--- config.mk ---
export PLATFORM = sky130hd
export DESIGN_NAME = mc_ctrl
export DESIGN_NICKNAME = d
export VERILOG_FILES = /design/src/rtl/mc_ctrl.sv
export SDC_FILE = /design/constraint.sdc
export NUM_CORES = 1
export LEC_CHECK = 0
export CORE_UTILIZATION = 51
export CTS_BUF_LIST = sky130_fd_sc_hd__clkbuf_2 sky130_fd_sc_hd__clkbuf_4 sky130_fd_sc_hd__clkbuf_8
export CTS_CLUSTER_SIZE = 16
export DETAILED_ROUTE_END_ITERATION = 12
export GPL_TIMING_DRIVEN = 0
export PLACE_DENSITY = 0.95
export SLEW_MARGIN = 20
export SYNTH_ARGS = -nofsm -noshare
export SYNTH_HDL_FRONTEND = slang
export SYNTH_SLANG_ARGS = --single-unit
--- constraint.sdc ---
create_clock -name clk -period 8.1 [get_ports clk]
set_input_delay 1.62 -clock clk [delete_from_list [all_inputs] [get_ports clk]]
set_output_delay 1.62 -clock clk [all_outputs]
set_load 0.005 [all_outputs]
--- src/rtl/mc_ctrl.sv ---
// Multi-cycle MIPS main controller: FETCH/DECODE/EXE/MEM/WB sequencing, control decode, retired-instruction count.
// Optional MC_CTRL_MEM_WAIT_EN: MEM holds until mem_ready=1; without it MEM is always a single cycle.
module mc_ctrl #(
  parameter int CNT_W = 32
) (
  input  logic             clk,
  input  logic             reset,
  input  logic [5:0]       opcode,
  input  logic [5:0]       funct,
  input  logic             zero,
  input  logic             mem_ready,
  output logic             pc_wr,
  output logic             ir_wr,
  output logic             reg_wr,
  output logic             mem_wr,
  output logic             ext_op,
  output logic             alu_src,
  output logic [2:0]       alu_op,
  output logic [1:0]       reg_dst,
  output logic [1:0]       wd_sel,
  output logic [1:0]       npc_op,
  output logic [2:0]       state,
  output logic             illegal,
  output logic [CNT_W-1:0] instr_cnt
);

  typedef enum logic [2:0] {
    FETCH  = 3'd0,
    DECODE = 3'd1,
    EXE    = 3'd2,
    MEM    = 3'd3,
    WB     = 3'd4
  } state_t;

  state_t cur, nxt;
  logic   retire;

  logic is_r, is_add, is_sub, is_jr, is_ori, is_lw, is_sw, is_beq, is_lui, is_jal, supported;

  // funct 000000 is accepted so the all-zero nop word behaves as add $0
  assign is_r      = (opcode == 6'b000000);
  assign is_add    = is_r && (funct == 6'b100000 || funct == 6'b000000);
  assign is_sub    = is_r && (funct == 6'b100010);
  assign is_jr     = is_r && (funct == 6'b001000);
  assign is_ori    = (opcode == 6'b001101);
  assign is_lw     = (opcode == 6'b100011);
  assign is_sw     = (opcode == 6'b101011);
  assign is_beq    = (opcode == 6'b000100);
  assign is_lui    = (opcode == 6'b001111);
  assign is_jal    = (opcode == 6'b000011);
  assign supported = is_add | is_sub | is_jr | is_ori | is_lw | is_sw | is_beq | is_lui | is_jal;

  assign state = cur;

  always_ff @(posedge clk or negedge reset) begin
    if (!reset) begin
      cur       <= FETCH;
      instr_cnt <= '0;
    end else begin
      cur <= nxt;
      if (retire) instr_cnt <= instr_cnt + CNT_W'(1);
    end
  end

  always_comb begin
    nxt    = FETCH;
    retire = 1'b0;
    case (cur)
      FETCH:  nxt = DECODE;
      DECODE: begin
        if (!supported) begin
          nxt    = FETCH;
          retire = 1'b1;
        end else if (is_jal) begin
          nxt = WB;
        end else begin
          nxt = EXE;
        end
      end
      EXE: begin
        if (is_lw || is_sw) begin
          nxt = MEM;
        end else if (is_beq || is_jr) begin
          nxt    = FETCH;
          retire = 1'b1;
        end else begin
          nxt = WB;
        end
      end
      MEM: begin
`ifdef MC_CTRL_MEM_WAIT_EN
        if (!mem_ready) begin
          nxt = MEM;
        end else
`endif
        if (is_sw) begin
          nxt    = FETCH;
          retire = 1'b1;
        end else begin
          nxt = WB;
        end
      end
      WB: begin
        nxt    = FETCH;
        retire = 1'b1;
      end
      default: nxt = FETCH;
    endcase
  end

  always_comb begin
    pc_wr   = 1'b0;
    ir_wr   = 1'b0;
    reg_wr  = 1'b0;
    mem_wr  = 1'b0;
    ext_op  = 1'b0;
    alu_src = 1'b0;
    alu_op  = 3'd0;
    reg_dst = 2'd0;
    wd_sel  = 2'd0;
    npc_op  = 2'd0;
    illegal = 1'b0;

    // Selects stay fixed from DECODE through WB so the extender and ALU inputs are stable
    if (cur == DECODE || cur == EXE || cur == MEM || cur == WB) begin
      ext_op  = is_lw | is_sw | is_beq;
      alu_src = is_ori | is_lw | is_sw | is_lui;
      if (is_sub || is_beq) alu_op = 3'd1;
      else if (is_ori)      alu_op = 3'd2;
      else if (is_lui)      alu_op = 3'd3;
      else                  alu_op = 3'd0;
    end

    case (cur)
      FETCH: begin
        ir_wr  = 1'b1;
        pc_wr  = 1'b1;
        npc_op = 2'd0;
      end
      DECODE: illegal = !supported;
      EXE: begin
        if (is_beq) begin
          pc_wr  = zero;
          npc_op = 2'd1;
        end else if (is_jr) begin
          pc_wr  = 1'b1;
          npc_op = 2'd3;
        end
      end
      MEM: mem_wr = is_sw;
      WB: begin
        reg_wr = 1'b1;
        if (is_jal) begin
          reg_dst = 2'd2;
          wd_sel  = 2'd2;
          pc_wr   = 1'b1;
          npc_op  = 2'd2;
        end else if (is_lw) begin
          wd_sel = 2'd1;
        end else if (is_add || is_sub) begin
          reg_dst = 2'd1;
        end
      end
      default: ;
    endcase

    // Reset aborts the instruction in flight: no writes of any kind while it is held
    if (!reset) begin
      pc_wr   = 1'b0;
      ir_wr   = 1'b0;
      reg_wr  = 1'b0;
      mem_wr  = 1'b0;
      ext_op  = 1'b0;
      alu_src = 1'b0;
      alu_op  = 3'd0;
      reg_dst = 2'd0;
      wd_sel  = 2'd0;
      npc_op  = 2'd0;
      illegal = 1'b0;
    end
  end

endmodule

# ---- Yosys cells after proc, flatten, opt, wreduce, memory -nomap -nowiden
# Cells that the tools add are included.
dict set report word_totals {
  regBits 35
  elab_cells 91
  in_bits 16
}
dict set report classes {
  reduce_logical 15
  n_eq_ne 13
  muxes 47
  n_bitwise 13
  n_addsub 1
}
# cell count
set op_table {}
lappend op_table {{$add A32 B1 Y32 const B} 1}
lappend op_table {{$mux W2} 14}
lappend op_table {{$eq A6 B6 Y1 const B} 4}
lappend op_table {{$mux W1} 23}
lappend op_table {{$eq A6 B4 Y1 const B} 3}
lappend op_table {{$mux W3} 6}
lappend op_table {{$or A1 B1 Y1} 13}
lappend op_table {{$logic_not A6 Y1} 2}
lappend op_table {{$pmux W3 S4} 1}
lappend op_table {{$logic_or A1 B1 Y1} 8}
lappend op_table {{$eq A3 B2 Y1 const B} 2}
lappend op_table {{$eq A6 B2 Y1 const B} 1}
lappend op_table {{$eq A6 B3 Y1 const B} 1}
lappend op_table {{$pmux W1 S4} 1}
lappend op_table {{$pmux W2 S2} 1}
lappend op_table {{$eq A3 B1 Y1 const B} 1}
lappend op_table {{$eq A3 B3 Y1 const B} 1}
lappend op_table {{$logic_and A1 B1 Y1} 3}
lappend op_table {{$logic_not A3 Y1} 1}
lappend op_table {{$pmux W1 S3} 1}
lappend op_table {{$logic_not A1 Y1} 1}

# ---- Depth between registers and ports, before layout
# Gate-level depths: netlist (run 1).
dict set report depth {
  depth_word 14
  ltp_mapped 8
  ltp_nobuf 6
}

# ---- Worst setup path before layout (run 1)
# No wires, ideal clock.
dict set report synth_timing {
  kind {input to output}
  startpoint {input opcode[0]}
  endpoint {output pc_wr}
  path_stages 6
  path_slack_ns 3.157
  path_buffers 1
  arrival_ns 3.323
  cell_sequence {buf_6 or4b_4 or3_4 nand2_1 or3b_2 a21oi_1}
}
dict set report synth_between {
  elab_chain_cells 6
}
# element line
set synth_lines {}
lappend synth_lines {{start: declaration} 8} ;# input logic [5:0] opcode,
lappend synth_lines {{$logic_not A6 Y1} 41} ;# assign is_r = (opcode == 6'b000000);
lappend synth_lines {{$logic_and A1 B1 Y1} 44} ;# assign is_jr = is_r && (funct == 6'b001000);
lappend synth_lines {{$mux W1} 145} ;# end else if (is_jr) begin
lappend synth_lines {{$mux W1} 142} ;# if (is_beq) begin
lappend synth_lines {{$pmux W1 S3 *} 134} ;# case (cur)
lappend synth_lines {{$mux W1 *} 168} ;# if (!reset) begin
lappend synth_lines {{end: declaration} 12} ;# output logic pc_wr,
# Every way passes the cells marked *; elsewhere a longest branch is shown, timed or not.

# ---- Worst setup path after layout (run 1)
dict set report layout_timing {
  startpoint {input opcode[1]}
  endpoint {output pc_wr}
}
# Same word-level chain as after synthesis.

==> flow_summary.json, run 1 <==
{
  "cp-start-kind": "input port",
  "die_w_um": 65.7,
  "power_density_mw_per_mm2": 193,
  "gp_congestion": 0.871,
  "critPathCaptureType": "output port",
  "clk_pin_slew_ns": 0.07,
  "hold_class": "flop to flop",
  "reg2reg_from": "state[2]$_DFF_PN0_",
  "crit-reg2reg-capture": "instr_cnt[10]$_DFFE_PN0P_",
  "fill_cells": 261,
  "cts_num_sinks": 35,
  "synth_compound_area_frac": 0.0792,
  "avgSynthCellArea_um2": 9.50,
  "yosysTopAreaCellShare": 0.423,
  "reg2reg_depth": 8,
  "worstSetupPathType": "input port to output port",
  "yosysSeqAreaShare": 0.423,
  "synth_edf_count": 0,
  "synthDistinctLibCells": 48,
  "top_usage_layer": "met2",
  "die_area_mm2": 0.00432,
  "outcome": "finished clean",
  "vias": 1968,
  "setup_tns_ns": 0,
  "layout.nets": 305,
  "min_delay_path_depth": 1,
  "core_mm2": 0.00377,
  "syn_nets": 235,
  "worstPathRequired_ns": 6.48,
  "use_met3": 0.0503,
  "drt_pass1_iterations": 5,
  "ant_nets": 0,
  "rrSetupSlack_ns": 5.38,
  "cp.arrival_ns": 4.34,
  "crit_slowest_cell": "or4b_4",
  "synth_xor_area_frac": 0.135,
  "min_period_over_period": 0.735,
  "hp-start": "instr_cnt[31]$_DFFE_PN0P_",
  "slew-limit-headroom": 0.466,
  "cpPeakStageDelay_ns": 0.56,
  "drc": 0,
  "final_layout_size_suffix_gt1_frac": 0.0830,
  "wl_mm": 5.19,
  "synth_cells": 218,
  "setup_viol": 0,
  "antenna_found_initial": 0,
  "areaGrowthSynthToFinish_pct": 37.9,
  "synth-warning-count": 0,
  "synth_area_leaders": "dfrtp_1 (42%), xor2_1 (7.6%), xnor2_1 (5.9%), nor3_1 (4.4%), nand3_1 (3.6%)",
  "place.port_buffers": 62,
  "grt_usage": 0.262,
  "synthMuxAreaShare": 0.00483,
  "synth_top_family_by_area": "simple AND/OR/NAND/NOR gates",
  "async_flop_share": 1.00,
  "rows": 22,
  "period_minus_slack_ns": 5.96,
  "antenna_cells": 0,
  "whs_ns": 0.478,
  "peakVddDrop_mv": 0.165,
  "synthMostInstantiatedCell": "dfrtp_1",
  "h-tree-depth": 2,
  "stdcell_area_mm2": 0.00286,
  "p_leak_nw": 1.12,
  "hpwl_mm": 3.72,
  "grt_overflow_total": 0,
  "grt_util_met2": 0.422,
  "holdBufCountCts": 0,
  "wl_per_cell_um": 15.4,
  "cts-root-buf": "clkbuf_8",
  "hold_viol": 0,
  "cp_max_fo": 7,
  "synth_top_area_cell": "dfrtp_1",
  "synth-adder-area-share": 0.00604,
  "ys_top_cells_by_count": "dfrtp_1 (35), nor3_1 (18), xor2_1 (18)",
  "synthSimpleGateAreaFrac": 0.306,
  "synth_ff_type": "dfrtp_1",
  "viasPerCell": 5.84,
  "grt_pass1_wl_mm": 8.58,
  "grt_max_degree": 34,
  "drt_iter0_markers": 162,
  "crit_start": "opcode[1]",
  "grt_pass1_vias": 1910,
  "rsz0062_at_grt": "no",
  "cts_tree": "yes",
  "clock_latency_ns": 0.30,
  "max_freq_mhz": 168,
  "numCtsBuffers": 5,
  "postCtsSetupBuffers": 0,
  "path_cells": "clkdlybuf4s50_1 -> or4b_4 -> or3_4 -> nand2_1 -> or3b_2 -> a21oi_1 -> clkdlybuf4s50_1",
  "dpl_cell_area_mm2": 0.00277,
  "synth_seq_cells": 35,
  "synthesis.area_mm2": 0.00207,
  "grtUsageMet1": 0.327,
  "fin_skew_ns": 0.00504,
  "holdPathEnd": "instr_cnt[31]$_DFFE_PN0P_",
  "cp_common_cell": "clkdlybuf4s50_1",
  "pin_count": 67,
  "initial_core_util": 0.549,
  "post_cts_resized": 0,
  "maxCapViolations": 0,
  "final_max_slew_viol_count": 0,
  "worstMarginPinSlew_ns": 0.795,
  "die_h_um": 65.7,
  "clock_path_buffers": 2
}
[layer usage]
metal | vias to the layer above | part of all wire
met2 | 89 | 0.48
met3 | 18 | 0.067
met4 | 0 | 0.028
met1 | 935 | 0.42
met5 | - | 0
li1 | 926 | -
[how the worst max path moves through the flow]
stage,slack (ns),cells after the start,end
after floorplan,3.16,6,pc_wr
after global placement,1.73,4,reg_dst[0]
after detailed placement,2.17,7,pc_wr
after CTS,2.16,7,pc_wr
after global routing,2.03,7,pc_wr
final,2.14,7,pc_wr
[where the power goes]
group          switching, mW  internal (mW)  leakage [nW]  total [mW]
clock network         0.0647         0.0670        0.0491       0.132
logic                 0.0840         0.0967         0.631       0.181
registers             0.0373          0.200         0.436       0.237
[registers in the layout (all words and copies together) (netlist names)]
register and cells:
instr_cnt 32, state 3
[critical path: cells and delay by family]
kind | cells | cell delay [ns]
buffers and inverters | 2 | 1.04
AND/OR/NAND/NOR | 4 | 1.52
AO/OA/AOI/OAI | 1 | 0.16
[placed cells by master, fill, tap and decap left out, types with 3 or more instances in the layout]
cell and instances:
clkdlybuf4s50_1 61, dfrtp_1 35, nor3_1 18, xor2_1 18, nand2_1 16, nand3_1 15
xnor2_1 14, nor2_1 12, nand4_1 8, inv_1 8, nor4_1 7, clkbuf_8 5
nand3b_1 4, clkbuf_1 4, a21oi_1 4, a211oi_1 4, and3_1 4, buf_2 3
or3b_2 3, nand2b_1 3, and2_1 3
[through the flow]
step / power [mW] / util / setup WS (ns) / std cells
after floorplan: 0.323 / - / 3.16 / 218
after global placement: 0.412 / 0.730 / 1.73 / 328
after detailed placement: 0.419 / 0.734 / 2.17 / 329
after CTS: 0.548 / 0.757 / 2.16 / 337
after global routing: 0.579 / 0.757 / 2.03 / 337
final: 0.550 / 0.757 / 2.14 / 337
[cells by family (layout without fill, tap and decap cells)]
kind of cell	after synthesis	in the layout
multiplexers	1	1
XOR/XNOR	32	32
AO/OA/AOI/OAI	19	19
other	1	1
adder cells (fa/ha/maj)	1	1
flip-flops	35	35
buffers and inverters	18	89
AND/OR/NAND/NOR	111	111
[final cells by class]
type	instances	area, um^2	area share
clock inverters	1	5.00	0.00175
inverters	8	30.0	0.0105
well taps	48	60.1	0.0210
plain buffers	10	61.3	0.0215
multi-input cells	165	1100	0.387
repair buffers	63	636	0.223
clock buffers	7	83.8	0.0294
flip-flops and latches	35	876	0.307
Note: power is estimated with default switching activity, not from simulation.
==> run 2: changes to the inputs <==
--- a/config.mk
+++ b/config.mk
@@ -5,12 +5,12 @@
 export SDC_FILE = /design/constraint.sdc
 export NUM_CORES = 1
 export LEC_CHECK = 0
-export CORE_UTILIZATION = 51
+export CORE_UTILIZATION = 48
 export CTS_BUF_LIST = sky130_fd_sc_hd__clkbuf_2 sky130_fd_sc_hd__clkbuf_4 sky130_fd_sc_hd__clkbuf_8
 export CTS_CLUSTER_SIZE = 16
 export DETAILED_ROUTE_END_ITERATION = 12
 export GPL_TIMING_DRIVEN = 0
-export PLACE_DENSITY = 0.95
+export PLACE_DENSITY = 0.94
 export SLEW_MARGIN = 20
 export SYNTH_ARGS = -nofsm -noshare
 export SYNTH_HDL_FRONTEND = slang
==> constraint.sdc (replaced) <==
create_clock -name clk -period 5.8 [get_ports clk]
set_input_delay 1.16 -clock clk [delete_from_list [all_inputs] [get_ports clk]]
set_output_delay 1.16 -clock clk [all_outputs]
set_load 0.005 [all_outputs]
==> run 2 against run 1 <==
- sequential share of layout area about the same
- count of clock-buffer cells in the layout down 1
- combinational power up 40%
- register-to-register slack worse by 2.4 ns
- critical path depth unchanged
- sequential power up 40%
- worst setup slack worse by 1.4 ns
- flip-flop and latch count unchanged
- via count down 3.5%
- critical path type unchanged
==> flow_summary.json, run 2 (same netlist as run 1, synthesis figures left out) <==
{
  "fin_skew_ns": 0.00490,
  "drt_pass1_iterations": 4,
  "ant_nets": 0,
  "numCtsBuffers": 5,
  "p_leak_nw": 1.11,
  "final_max_slew_viol_count": 0,
  "setup_viol": 0,
  "peakVddDrop_mv": 0.132,
  "worstPathRequired_ns": 4.64,
  "cts_num_sinks": 35,
  "clk_pin_slew_ns": 0.07,
  "vias": 1899,
  "antenna_cells": 0,
  "cts-root-buf": "clkbuf_8",
  "multi_input_area_mm2": 0.00110,
  "pin_count": 67,
  "setup_tns_ns": 0,
  "largest_reg_flops": 32,
  "power_density_mw_per_mm2": 268,
  "drc": 0,
  "maxCapViolations": 0,
  "largest-register": "instr_cnt",
  "critPathCaptureType": "output port",
  "grt_usage": 0.242,
  "whs_ns": 0.476,
  "hold_viol": 0,
  "gp_congestion": 0.797,
  "initial_core_util": 0.510,
  "area.sequential_um2": 876,
  "holdBufCountCts": 0,
  "final_core_util": 0.704,
  "final_layout_size_suffix_gt1_frac": 0.0799,
  "worstSetupPathType": "input port to output port",
  "cp.arrival_ns": 3.89,
  "max_freq_mhz": 198,
  "viasPerCell": 5.62,
  "clock_path_buffers": 2,
  "hold_class": "flop to flop",
  "post_cts_resized": 0,
  "core_mm2": 0.00406,
  "cp-start-kind": "input port",
  "postCtsSetupBuffers": 0,
  "antenna_found_initial": 0,
  "finalNonFillerCells": 338,
  "rows": 23,
  "wl_per_cell_um": 14.8,
  "areaGrowthSynthToFinish_pct": 37.9,
  "grt_overflow_total": 0,
  "drt_iter0_markers": 101,
  "die_area_mm2": 0.00458,
  "grt_max_degree": 32,
  "die_w_um": 67.7,
  "place.port_buffers": 62,
  "slew-limit-headroom": 0.453,
  "wl_mm": 5.00,
  "placed_cells": 331,
  "min_period_over_period": 0.871,
  "period_minus_slack_ns": 5.05,
  "grt_pass1_vias": 1818,
  "cts_tree": "yes",
  "worstMarginPinSlew_ns": 0.815,
  "clock_latency_ns": 0.29,
  "cp_max_fo": 7,
  "layout_commonest_cell": "clkdlybuf4s50_1",
  "layout.nets": 305,
  "outcome": "finished clean",
  "hpwl_mm": 3.64,
  "fill_cells": 288,
  "die_h_um": 67.7,
  "h-tree-depth": 2,
  "grt_pass1_wl_mm": 8.18,
  "rsz0062_at_grt": "no",
  "final_cell_mix": "clkdlybuf4s50_1 (61), dfrtp_1 (35), nor3_1 (18), xor2_1 (18), nand2_1 (16)"
}
## run 2: cell count changes in the layout (fill, tap and decap cells not counted)
cell	previous run	this run
clkbuf_8	5	6
clkbuf_4	2	0
## run 2: power breakdown
group	leakage, nW	switching (mW)	internal [mW]	total, mW
clock	0.0470	0.0873	0.0931	0.180
combinational	0.631	0.118	0.135	0.253
sequential	0.436	0.0518	0.280	0.331
## run 2: worst paths after layout
| check | slack [ns] | endpoint | cells after the start | startpoint |
|---|---|---|---|---|
| hold / removal | 0.48 | instr_cnt[31]$_DFFE_PN0P_ | 1 | instr_cnt[31]$_DFFE_PN0P_ |
| max in group asynchronous | 4.63 | instr_cnt[14]$_DFFE_PN0P_ | 2 | reset |
| hold reg to reg | 0.48 | instr_cnt[31]$_DFFE_PN0P_ | 1 | instr_cnt[31]$_DFFE_PN0P_ |
| setup reg to reg | 2.99 | instr_cnt[16]$_DFFE_PN0P_ | 8 | state[2]$_DFF_PN0_ |
| min in group asynchronous | 0.74 | instr_cnt[25]$_DFFE_PN0P_ | 1 | reset |
| setup / recovery | 0.75 | pc_wr | 7 | opcode[1] |
## run 2: cell type report
class                           instances  share of cell area
Buffer                                 10              0.0215
Sequential cell                        35               0.307
Multi-Input combinational cell        165               0.386
Inverter                                8              0.0105
Tap cell                               50              0.0219
Timing Repair Buffer                   63               0.223
Clock inverter                          1             0.00175
Clock buffer                            6              0.0289
## run 2: stage by stage
| step | cell area (um^2) | power (mW) | setup slack (ns) |
|---|---|---|---|
| global route | 2860 | 0.816 | 0.684 |
| global placement | 2750 | 0.576 | 0.366 |
| CTS | 2860 | 0.766 | 0.751 |
| floorplan | 2070 | 0.451 | 1.78 |
| detailed placement | 2770 | 0.588 | 0.750 |
| finish | 2860 | 0.765 | 0.747 |
## run 2: critical path: stages
cell             delay, ns
clkdlybuf4s50_1       0.52
or4b_4                0.56
or3_4                 0.39
nand2_1               0.11
or3b_2                0.45
a21oi_1               0.18
clkdlybuf4s50_1       0.53
## run 2: routing by layer
metal	wire length [um]	global-route usage	vias up
met5	0	0	-
met4	91	0.104	0
met3	259	0.0693	9
met2	2400	0.373	72
met1	2250	0.313	900
li1	-	-	918
